===== config.mk =====
export PLATFORM = sky130hd
export DESIGN_NAME = request_unit
export DESIGN_NICKNAME = d
export VERILOG_FILES = /design/src/rtl/request_unit.sv
export SDC_FILE = /design/constraint.sdc
export NUM_CORES = 1
export LEC_CHECK = 0
export CORE_AREA = 3 3 141 143
export CTS_BUF_LIST = sky130_fd_sc_hd__clkbuf_16
export CTS_CLUSTER_SIZE = 8
export DETAILED_ROUTE_END_ITERATION = 12
export DIE_AREA = 0 0 144 146
export MAX_ROUTING_LAYER = met4
export SLEW_MARGIN = 5
export SYNTH_ARGS = -nofsm -noshare
export SYNTH_HDL_FRONTEND = slang
export SYNTH_SLANG_ARGS = --single-unit

===== constraint.sdc =====
create_clock -name clk -period 2.3 [get_ports clk]
set_input_delay 0.46 -clock clk [delete_from_list [all_inputs] [get_ports clk]]
set_output_delay 0.46 -clock clk [all_outputs]
set_load 0.02 [all_outputs]

===== src/rtl/request_unit.sv =====
// ============================================================================
// Module   : request_unit
// Purpose  : Sequences instruction fetch, one data access per instruction and
//            the PC retire pulse between the datapath and memory controller.
// Revision : 1.0 - initial release
// ============================================================================
`default_nettype none

module request_unit (
  input  logic        clk,
  input  logic        n_rst,
  input  logic [31:0] pc,
  input  logic        MemRd,
  input  logic        MemWr,
  input  logic        Halt,
  input  logic [31:0] daddr,
  input  logic [31:0] dstore,
  input  logic        ihit,
  input  logic        dhit,
  input  logic [31:0] imemload,
  input  logic [31:0] dmemload,
  output logic        imemREN,
  output logic [31:0] imemaddr,
  output logic        dmemREN,
  output logic        dmemWEN,
  output logic [31:0] dmemaddr,
  output logic [31:0] dmemstore,
  output logic [31:0] Instr,
  output logic [31:0] dload,
  output logic        PCEn,
  output logic        halt,
  output logic [31:0] instret
);

  typedef enum logic [1:0] {
    IFETCH  = 2'd0,
    EXEC    = 2'd1,
    DACCESS = 2'd2,
    HALTED  = 2'd3
  } state_t;

  state_t      r_state;
  state_t      w_next_state;
  logic [31:0] r_instr;
  logic [31:0] r_dload;
  logic [31:0] r_instret;
  logic        w_imem_ren;
  logic        w_dmem_ren;
  logic        w_dmem_wen;
  logic        w_pc_en;

  always_ff @(posedge clk or negedge n_rst) begin
    if (!n_rst) begin
      r_state <= IFETCH;
    end else begin
      r_state <= w_next_state;
    end
  end

  // Write wins when a malformed instruction decodes both MemRd and MemWr.
  always_comb begin
    w_next_state = r_state;
    w_imem_ren   = 1'b0;
    w_dmem_ren   = 1'b0;
    w_dmem_wen   = 1'b0;
    w_pc_en      = 1'b0;
    case (r_state)
      IFETCH: begin
        w_imem_ren = 1'b1;
        if (ihit) begin
          w_next_state = EXEC;
        end
      end
      EXEC: begin
        if (Halt) begin
          w_next_state = HALTED;
        end else if (MemWr || MemRd) begin
          w_next_state = DACCESS;
        end else begin
          w_pc_en      = 1'b1;
          w_next_state = IFETCH;
        end
      end
      DACCESS: begin
        w_dmem_wen = MemWr;
        w_dmem_ren = MemRd & ~MemWr;
        if (dhit) begin
          w_pc_en      = 1'b1;
          w_next_state = IFETCH;
        end
      end
      HALTED: begin
        w_next_state = HALTED;
      end
      default: begin
        w_next_state = IFETCH;
      end
    endcase
  end

  always_ff @(posedge clk or negedge n_rst) begin
    if (!n_rst) begin
      r_instr <= 32'd0;
    end else if (r_state == IFETCH && ihit) begin
      r_instr <= imemload;
    end
  end

  always_ff @(posedge clk or negedge n_rst) begin
    if (!n_rst) begin
      r_dload <= 32'd0;
    end else if (r_state == DACCESS && dhit && MemRd && !MemWr) begin
      r_dload <= dmemload;
    end
  end

  // Natural 32-bit wrap from all-ones back to zero.
  always_ff @(posedge clk or negedge n_rst) begin
    if (!n_rst) begin
      r_instret <= 32'd0;
    end else if (w_pc_en) begin
      r_instret <= r_instret + 32'd1;
    end
  end

  assign imemREN   = w_imem_ren;
  assign imemaddr  = pc;
  assign dmemREN   = w_dmem_ren;
  assign dmemWEN   = w_dmem_wen;
  assign dmemaddr  = daddr;
  assign dmemstore = dstore;
  assign Instr     = r_instr;
  assign dload     = r_dload;
  assign PCEn      = w_pc_en;
  assign halt      = (r_state == HALTED);
  assign instret   = r_instret;

endmodule

`default_nettype wire


Yosys cells after proc, flatten, opt, wreduce, memory -nomap -nowiden
Cells that the tools add are included.
- $add $sub $neg: 1
- equal/unequal tests: 5
- multiplexer cells: 12
- bitwise operators: 2
- reductions and logical operators: 8
- operator list (cell ; number):
    $add A32 B1 Y32 const B ; 1
    $mux W2 ; 4
    $pmux W2 S4 ; 1
    $mux W1 ; 6
    $eq A2 B2 Y1 const B ; 2
    $logic_and A1 B1 Y1 ; 4
    $ne A2 B2 Y1 const B ; 2
    $eq A2 B1 Y1 const B ; 1
    $logic_not A2 Y1 ; 1
    $pmux W1 S2 ; 1
    $reduce_and A2 Y1 ; 1
    $and A1 B1 Y1 ; 1
    $logic_not A1 Y1 ; 1
    $logic_or A1 B1 Y1 ; 1
    $not A1 Y1 ; 1
- bits in registers: 98
- output and inout bits: 197
- word-level logic and storage cells: 32

Depth between registers and ports, before layout
Gate-level depths: netlist of the first run.
- word-level depth: 4
- mapped depth: 7

Worst setup path after synthesis of the first run
No wires, ideal clock.
- path kind: flip-flop to output port
- start: register r_state[1]
- end: output PCEn
- arrival: 1.483 ns
- data required time: 1.840 ns
- setup slack: 0.357 ns
- cell stages (with the launch flop): 6
- cells stage by stage: dfrtp_1 -> inv_1 -> ha_1 -> nor4b_1 -> o21ai_1 -> inv_1
- word-level cells in the longest chain between the ends: 2
- RTL lines (element ; line ; source):
    start, declared ; 42 ; state_t r_state;
    start signal, assigned ; 56 ; r_state <= w_next_state;
    $eq A2 B2 Y1 / $eq A2 B1 Y1 (equally long branches) ; 67 ; case (r_state)
    $pmux W1 S2 * ; 67 ;
    end, declared ; 30 ; output logic PCEn,
Mark *: on every way between the ends. The rest lies on a longest branch, timed or not.

Worst setup path after layout of the first run
- start: input Halt
- end: output PCEn
- word-level cells in the longest chain between the ends: 2
- RTL lines (element ; line ; source):
    start, declared ; 15 ; input logic Halt,
    $mux W1 ; 75 ; if (Halt) begin
    $pmux W1 S2 ; 67 ;
No other way between the ends.

==> results.json, run 1 <==
{
  "die_w_um": 144,
  "p_leak_uw": 0.00276,
  "track_usage_pct": 11.7,
  "fin_crit_sh_pct": 95.4,
  "vias": 3091,
  "p_int_uw": 4940,
  "drc": 0,
  "relSlewSlack_pct": 68.8,
  "outcome": "complete, no violations",
  "die_height_um": 146,
  "synth.yosys.seq_area_share_pct": 51.7,
  "p_comb_share_pct": 44.3,
  "switchingPower_uw": 2520,
  "grt_start_max_net_pins": 48,
  "rows": 50,
  "syn_nets": 561,
  "io_pins": 364,
  "ys_ff_latch": 98,
  "setup_slack_ps": 106,
  "firstDrtPassIters": 5,
  "clk_path_buf_depth": 2,
  "initial_utilization_pct": 25.4,
  "dp_hpwl_mm": 9.28,
  "drive_gt1_share_pct": 21.7,
  "p_seq_share_pct": 36.0,
  "sw_frac_of_total_pct": 33.8,
  "worstSetupEndpointType": "output port",
  "clk_latency_ps": 340,
  "ant_nets": 0,
  "critPathKind": "in2out",
  "drv_slew": 0,
  "vdd_drop_max_v": 0.000363,
  "wl_per_cell_um": 16.5,
  "max_freq_mhz": 456,
  "pre_cts_ws_ps": -345,
  "ys_warn_count": 0,
  "worst_pin_slew_ps": 457,
  "cts_sinks": 98,
  "rsz0062_at_grt": "false",
  "grt_pass1_vias": 3293,
  "cp.arrival_ps": 1730,
  "cap_violations": 0,
  "min_period_ps": 2190,
  "drt-total-wl_mm": 11.9,
  "overflow": 0,
  "critPathRequiredTime_ps": 1840,
  "syn_inst": 389,
  "p_per_area_nw_per_um2": 1160,
  "syn2layout_area_growth_pct": 36.1,
  "setup_viol": 0,
  "p_clk_share_pct": 19.6,
  "syn_area_um2": 4740,
  "hold_violations": 0,
  "ctsRootBufferMaster": "clkbuf_16",
  "nNetsFinal": 655,
  "place_congestion": 0.815,
  "fin_cells": 722,
  "post_drt_via_cell_ratio": 4.28,
  "clk_pin_slew_ps": 60,
  "htreeDepth": 3,
  "antenna_found_initial": 0,
  "ctsHoldBuffers": 0,
  "dp.cells": 705,
  "numCtsBuffers": 9,
  "portBuffers": 171,
  "hold_path_class": "in2async",
  "fin_skew_ps": 5.96,
  "cts_tree": "yes",
  "fp.dieArea_um2": 21000,
  "drtIter0Drc": 76,
  "diodes": 0,
  "cp_max_fo": 3,
  "start_kind": "primary input",
  "synth_cell_types": 33,
  "coreArea_um2": 18700,
  "avgSynthCellArea_um2": 12.2,
  "r2r_slack_ps": 250,
  "grt_pass1_wl_mm": 18.6,
  "n_fill_cell": 1829
}
Yosys cell counts:
cell type  count  area, um2
nor3_1         2       10.0
nand3_4        1       17.5
mux2_2        64        721
or4_4          1       11.3
nor2_1        14       52.6
and2_1         1       6.26
nand4_2        1       12.5
xor2_1         7       61.3
nand4_1        9       56.3
and3_2         1       7.51
nor2b_1        1       6.26
a21oi_1        2       10.0
nand2_1       19       71.3
xnor2_1       24        210
nor4b_1        1       8.76
ha_1           5       62.6
o21ai_1        1       5.00
or3_2          1       7.51
o32ai_1        1       8.76
o211a_1        1       10.0
nor3_4         1       16.3
buf_1          6       22.5
inv_1          7       26.3
and3_1         4       25.0
nand3_1       11       55.1
nor4_1         3       18.8
buf_4         96        721
and2_2         1       7.51
a2111oi_0      1       8.76
or3_1          1       6.26
dfrtp_1       98       2450
nor3_2         1       10.0
and4_1         2       17.5
power by group through the flow:
stage	registers [uW]	clock network [uW]	logic, uW
3_5_place_dp	2730	0	3340
5_1_grt	2790	1600	3510
3_3_place_gp	2710	0	3290
2_1_floorplan	3430	0	1110
6_report	2690	1460	3310
4_1_cts	2700	1530	3340
sequential cells by signal (all words and copies together), names as in the netlist:
| name | cells |
|---|---|
| dload | 32 |
| Instr | 32 |
| instret | 32 |
| r_state | 2 |
cell families (layout without fill, tap and decap cells):
| group | after synthesis | after routing | share of synthesized area (%) |
|---|---|---|---|
| buffers and inverters | 109 | 208 | 16.2 |
| DFF | 98 | 98 | 51.7 |
| and+or+nand+nor | 76 | 76 | 8.94 |
| muxes | 64 | 64 | 15.2 |
| xor gates and xnor gates | 31 | 31 | 5.72 |
| AOI/OAI and AO/OA | 6 | 6 | 0.897 |
| adders and majority gates | 5 | 5 | 1.32 |
critical path, cell delays in order:
cell and delay, ps:
clkdlybuf4s50_1 500, nor4b_4 350, o21ai_2 90, inv_1 70, clkdlybuf4s15_2 260
layout by cell type, fill, tap and decap left out, drive strengths merged:
| cell type | count |
|---|---|
| nor2b | 1 |
| clkinv | 4 |
| mux2 | 64 |
| a2111oi | 1 |
| and4 | 2 |
| or4 | 1 |
| and3 | 5 |
| nor4 | 3 |
| nand4 | 10 |
| nand3 | 12 |
| a21oi | 2 |
| nor2 | 14 |
| nand2 | 19 |
| bufinv | 1 |
| xor2 | 7 |
| ha | 5 |
| o21ai | 1 |
| and2 | 2 |
| buf | 16 |
| nor3 | 4 |
| or3 | 2 |
| clkdlybuf4s50 | 166 |
| clkbuf | 9 |
| o32ai | 1 |
| dfrtp | 98 |
| nor4b | 1 |
| clkinvlp | 1 |
| clkdlybuf4s15 | 1 |
| inv | 8 |
| xnor2 | 24 |
| dlygate4sd2 | 1 |
| o211a | 1 |
| dlymetal6s2s | 1 |
per-layer routing:
| metal | part of all wire [%] | GRT usage [%] | vias up |
|---|---|---|---|
| met5 | 0 | - | - |
| met4 | 3.3 | 5.65 | 0 |
| met3 | 8.5 | 3.48 | 51 |
| met2 | 50 | 19.3 | 174 |
| met1 | 38 | 12.7 | 1466 |
| li1 | - | - | 1400 |
what timing repair did:
item                                    4_1_cts  5_1_grt
setup buffers                                 0        1
gates cloned                                  0        0
endpoints found under the setup margin        2        2
gates resized for setup                       5        6
cell type report:
class	count	area, um2	share of cell area, %
Inverter	7	26.3	0.407
Clock buffer	9	225	3.49
Multi-Input combinational cell	182	1550	23.9
Sequential cell	98	2450	38.0
Tap cell	234	293	4.54
Clock inverter	7	61.3	0.950
Timing Repair Buffer	185	1850	28.7
metrics by stage:
| stage | utilization [%] | TNS (ps) | power (uW) | hold WS [ps] | instance area [um2] |
|---|---|---|---|---|---|
| 6_report | 34.5 | 0 | 7460 | 37.7 | 6450 |
| 5_1_grt | 34.5 | 0 | 7900 | 57.4 | 6450 |
| 4_1_cts | 34.4 | 0 | 7570 | 38.2 | 6430 |
| 3_5_place_dp | 32.8 | -1180 | 6070 | 416 | 6130 |
| 3_3_place_gp | 32.8 | -764 | 6000 | 405 | 6130 |
| 2_1_floorplan | - | 0 | 4540 | 164 | 4740 |
worst paths after layout:
path,cells after the start,from,to
setup / recovery,5,Halt,PCEn
hold / removal,1,n_rst,instret[21]
setup reg to reg,7,r_state[0],instret[25]
hold reg to reg,1,instret[31],instret[31]
max in group asynchronous,2,n_rst,Instr[18]
min in group clk,1,instret[31],instret[31]
Note: power is estimated with default switching activity, not from simulation.
==> inputs of run 2 (changes only) <==
--- a/config.mk
+++ b/config.mk
@@ -5,11 +5,11 @@
 export SDC_FILE = /design/constraint.sdc
 export NUM_CORES = 1
 export LEC_CHECK = 0
-export CORE_AREA = 3 3 141 143
+export CORE_AREA = 2 2 140 142
 export CTS_BUF_LIST = sky130_fd_sc_hd__clkbuf_16
 export CTS_CLUSTER_SIZE = 8
 export DETAILED_ROUTE_END_ITERATION = 12
-export DIE_AREA = 0 0 144 146
+export DIE_AREA = 0 0 142 144
 export MAX_ROUTING_LAYER = met4
 export SLEW_MARGIN = 5
 export SYNTH_ARGS = -nofsm -noshare
==> results.json, run 2 (synthesis results as in run 1) <==
{
  "rows": 51,
  "outcome": "complete, no violations",
  "initial_utilization_pct": 24.9,
  "relSlewSlack_pct": 60.8,
  "ant_nets": 0,
  "hold_violations": 0,
  "die_w_um": 142,
  "max_freq_mhz": 466,
  "nNetsFinal": 653,
  "fin_skew_ps": 8.61,
  "crit_start": "r_state[1]",
  "critPathRequiredTime_ps": 2540,
  "worstSetupEndpointType": "flip-flop",
  "r2r_cells": 8,
  "grt_pass1_vias": 3092,
  "track_usage_pct": 11.1,
  "drive_gt1_share_pct": 21.0,
  "cp-endpoint": "instret[29]",
  "cts_sinks": 98,
  "overflow": 0,
  "antenna_found_initial": 0,
  "dp.cells": 708,
  "grt_start_max_net_pins": 47,
  "cp_max_fo": 5,
  "die_height_um": 144,
  "ctsHoldBuffers": 0,
  "p_per_area_nw_per_um2": 1160,
  "pre_cts_ws_ps": -287,
  "grt_pass1_wl_mm": 16.9,
  "setup_slack_ps": 152,
  "finalSetupTns_ps": 0,
  "p_leak_uw": 0.00277,
  "coreArea_um2": 19100,
  "place_congestion": 0.812,
  "start_kind": "flip-flop",
  "layout_commonest_cell": "clkdlybuf4s50_1",
  "rsz0062_at_grt": "false",
  "critPathKind": "reg2reg",
  "syn2layout_area_growth_pct": 35.8,
  "worst_pin_slew_ps": 588,
  "fp.dieArea_um2": 20400,
  "drtIter0Drc": 68,
  "wl_per_cell_um": 15.5,
  "postCtsSetupRepairBufs": 0,
  "portBuffers": 171,
  "n_fill_cell": 1919,
  "drc": 0,
  "clk_latency_ps": 340,
  "cp.arrival_ps": 2380,
  "io_pins": 364,
  "htreeDepth": 3,
  "firstDrtPassIters": 4,
  "clk_pin_slew_ps": 70,
  "diodes": 0,
  "drv_slew": 0,
  "hold_path_class": "in2async",
  "cts_tree": "yes",
  "ctsRootBufferMaster": "clkbuf_16",
  "rr_endpoint": "instret[29]",
  "r2r_slack_ps": 150,
  "fin_util_pct": 33.8,
  "vdd_drop_max_v": 0.000474,
  "fin_crit_sh_pct": 93.4,
  "drt-total-wl_mm": 11.2,
  "dp_hpwl_mm": 8.66,
  "numCtsBuffers": 9,
  "min_period_ps": 2150,
  "clk_path_buf_depth": 2,
  "vias": 3066,
  "fin_cells": 723,
  "setup_viol": 0,
  "r2r-start": "r_state[1]",
  "cap_violations": 0,
  "layout_common_cells": "clkdlybuf4s50_1, dfrtp_1, mux2_2, xnor2_1, nand2_1",
  "post_drt_via_cell_ratio": 4.24
}
-- run 2: layout make-up --
type	instances	area (um2)	area share, %
sequential	98	2450	38.1
timing repair buffer	183	1840	28.5
multi-input combinational	182	1540	23.9
tap	238	298	4.62
clock buffer	9	225	3.50
clock inverter	6	66.3	1.03
inverter	7	26.3	0.408
-- run 2: worst min-delay path by stage --
stage / startpoint / end / slack (ps)
floorplan: n_rst / Instr[0] / 160
global placement: instret[31] / instret[31] / 470
detailed placement: instret[31] / instret[31] / 470
CTS: n_rst / instret[19] / 120
global route: n_rst / instret[19] / 140
finish: n_rst / instret[17] / 100
-- run 2: what timing repair did --
action,in CTS,in global routing
gates cloned,0,0
setup endpoints to repair,2,4
gates resized for setup,3,5
pin swaps,0,2
-- run 2: critical path: stages (launching register included) --
cell and delay, ps:
dfrtp_1 390, inv_1 80, buf_4 140, ha_4 280
nand4_1 100, or4_4 460, nor3_4 290, nand4_1 160
xnor2_1 150
-- run 2: where the power goes --
part / internal [uW] / leakage, uW / switching, uW
sequential: 2340 / 0.00124 / 359
clock: 841 / 0.000140 / 658
combinational: 1790 / 0.00139 / 1490
total: 4970 / 0.00277 / 2510
-- run 2: through the flow --
step / total power (uW) / hold WS, ps / instance area (um2)
after detailed placement: 6030 / 466 / 6130
after floorplan: 4540 / 164 / 4740
final: 7470 / 104 / 6440
after global placement: 5960 / 467 / 6130
after CTS: 7580 / 118 / 6430
after global routing: 7880 / 144 / 6440
-- run 2: routing by layer --
metal	up-vias	routed length [um]	track usage, %	part of all wire (%)
met5	-	0	-	0
met1	1465	4520	12.7	40
li1	1396	-	-	-
met4	0	284	5.53	2.5
met2	169	5460	17.7	49
met3	36	961	3.34	8.6
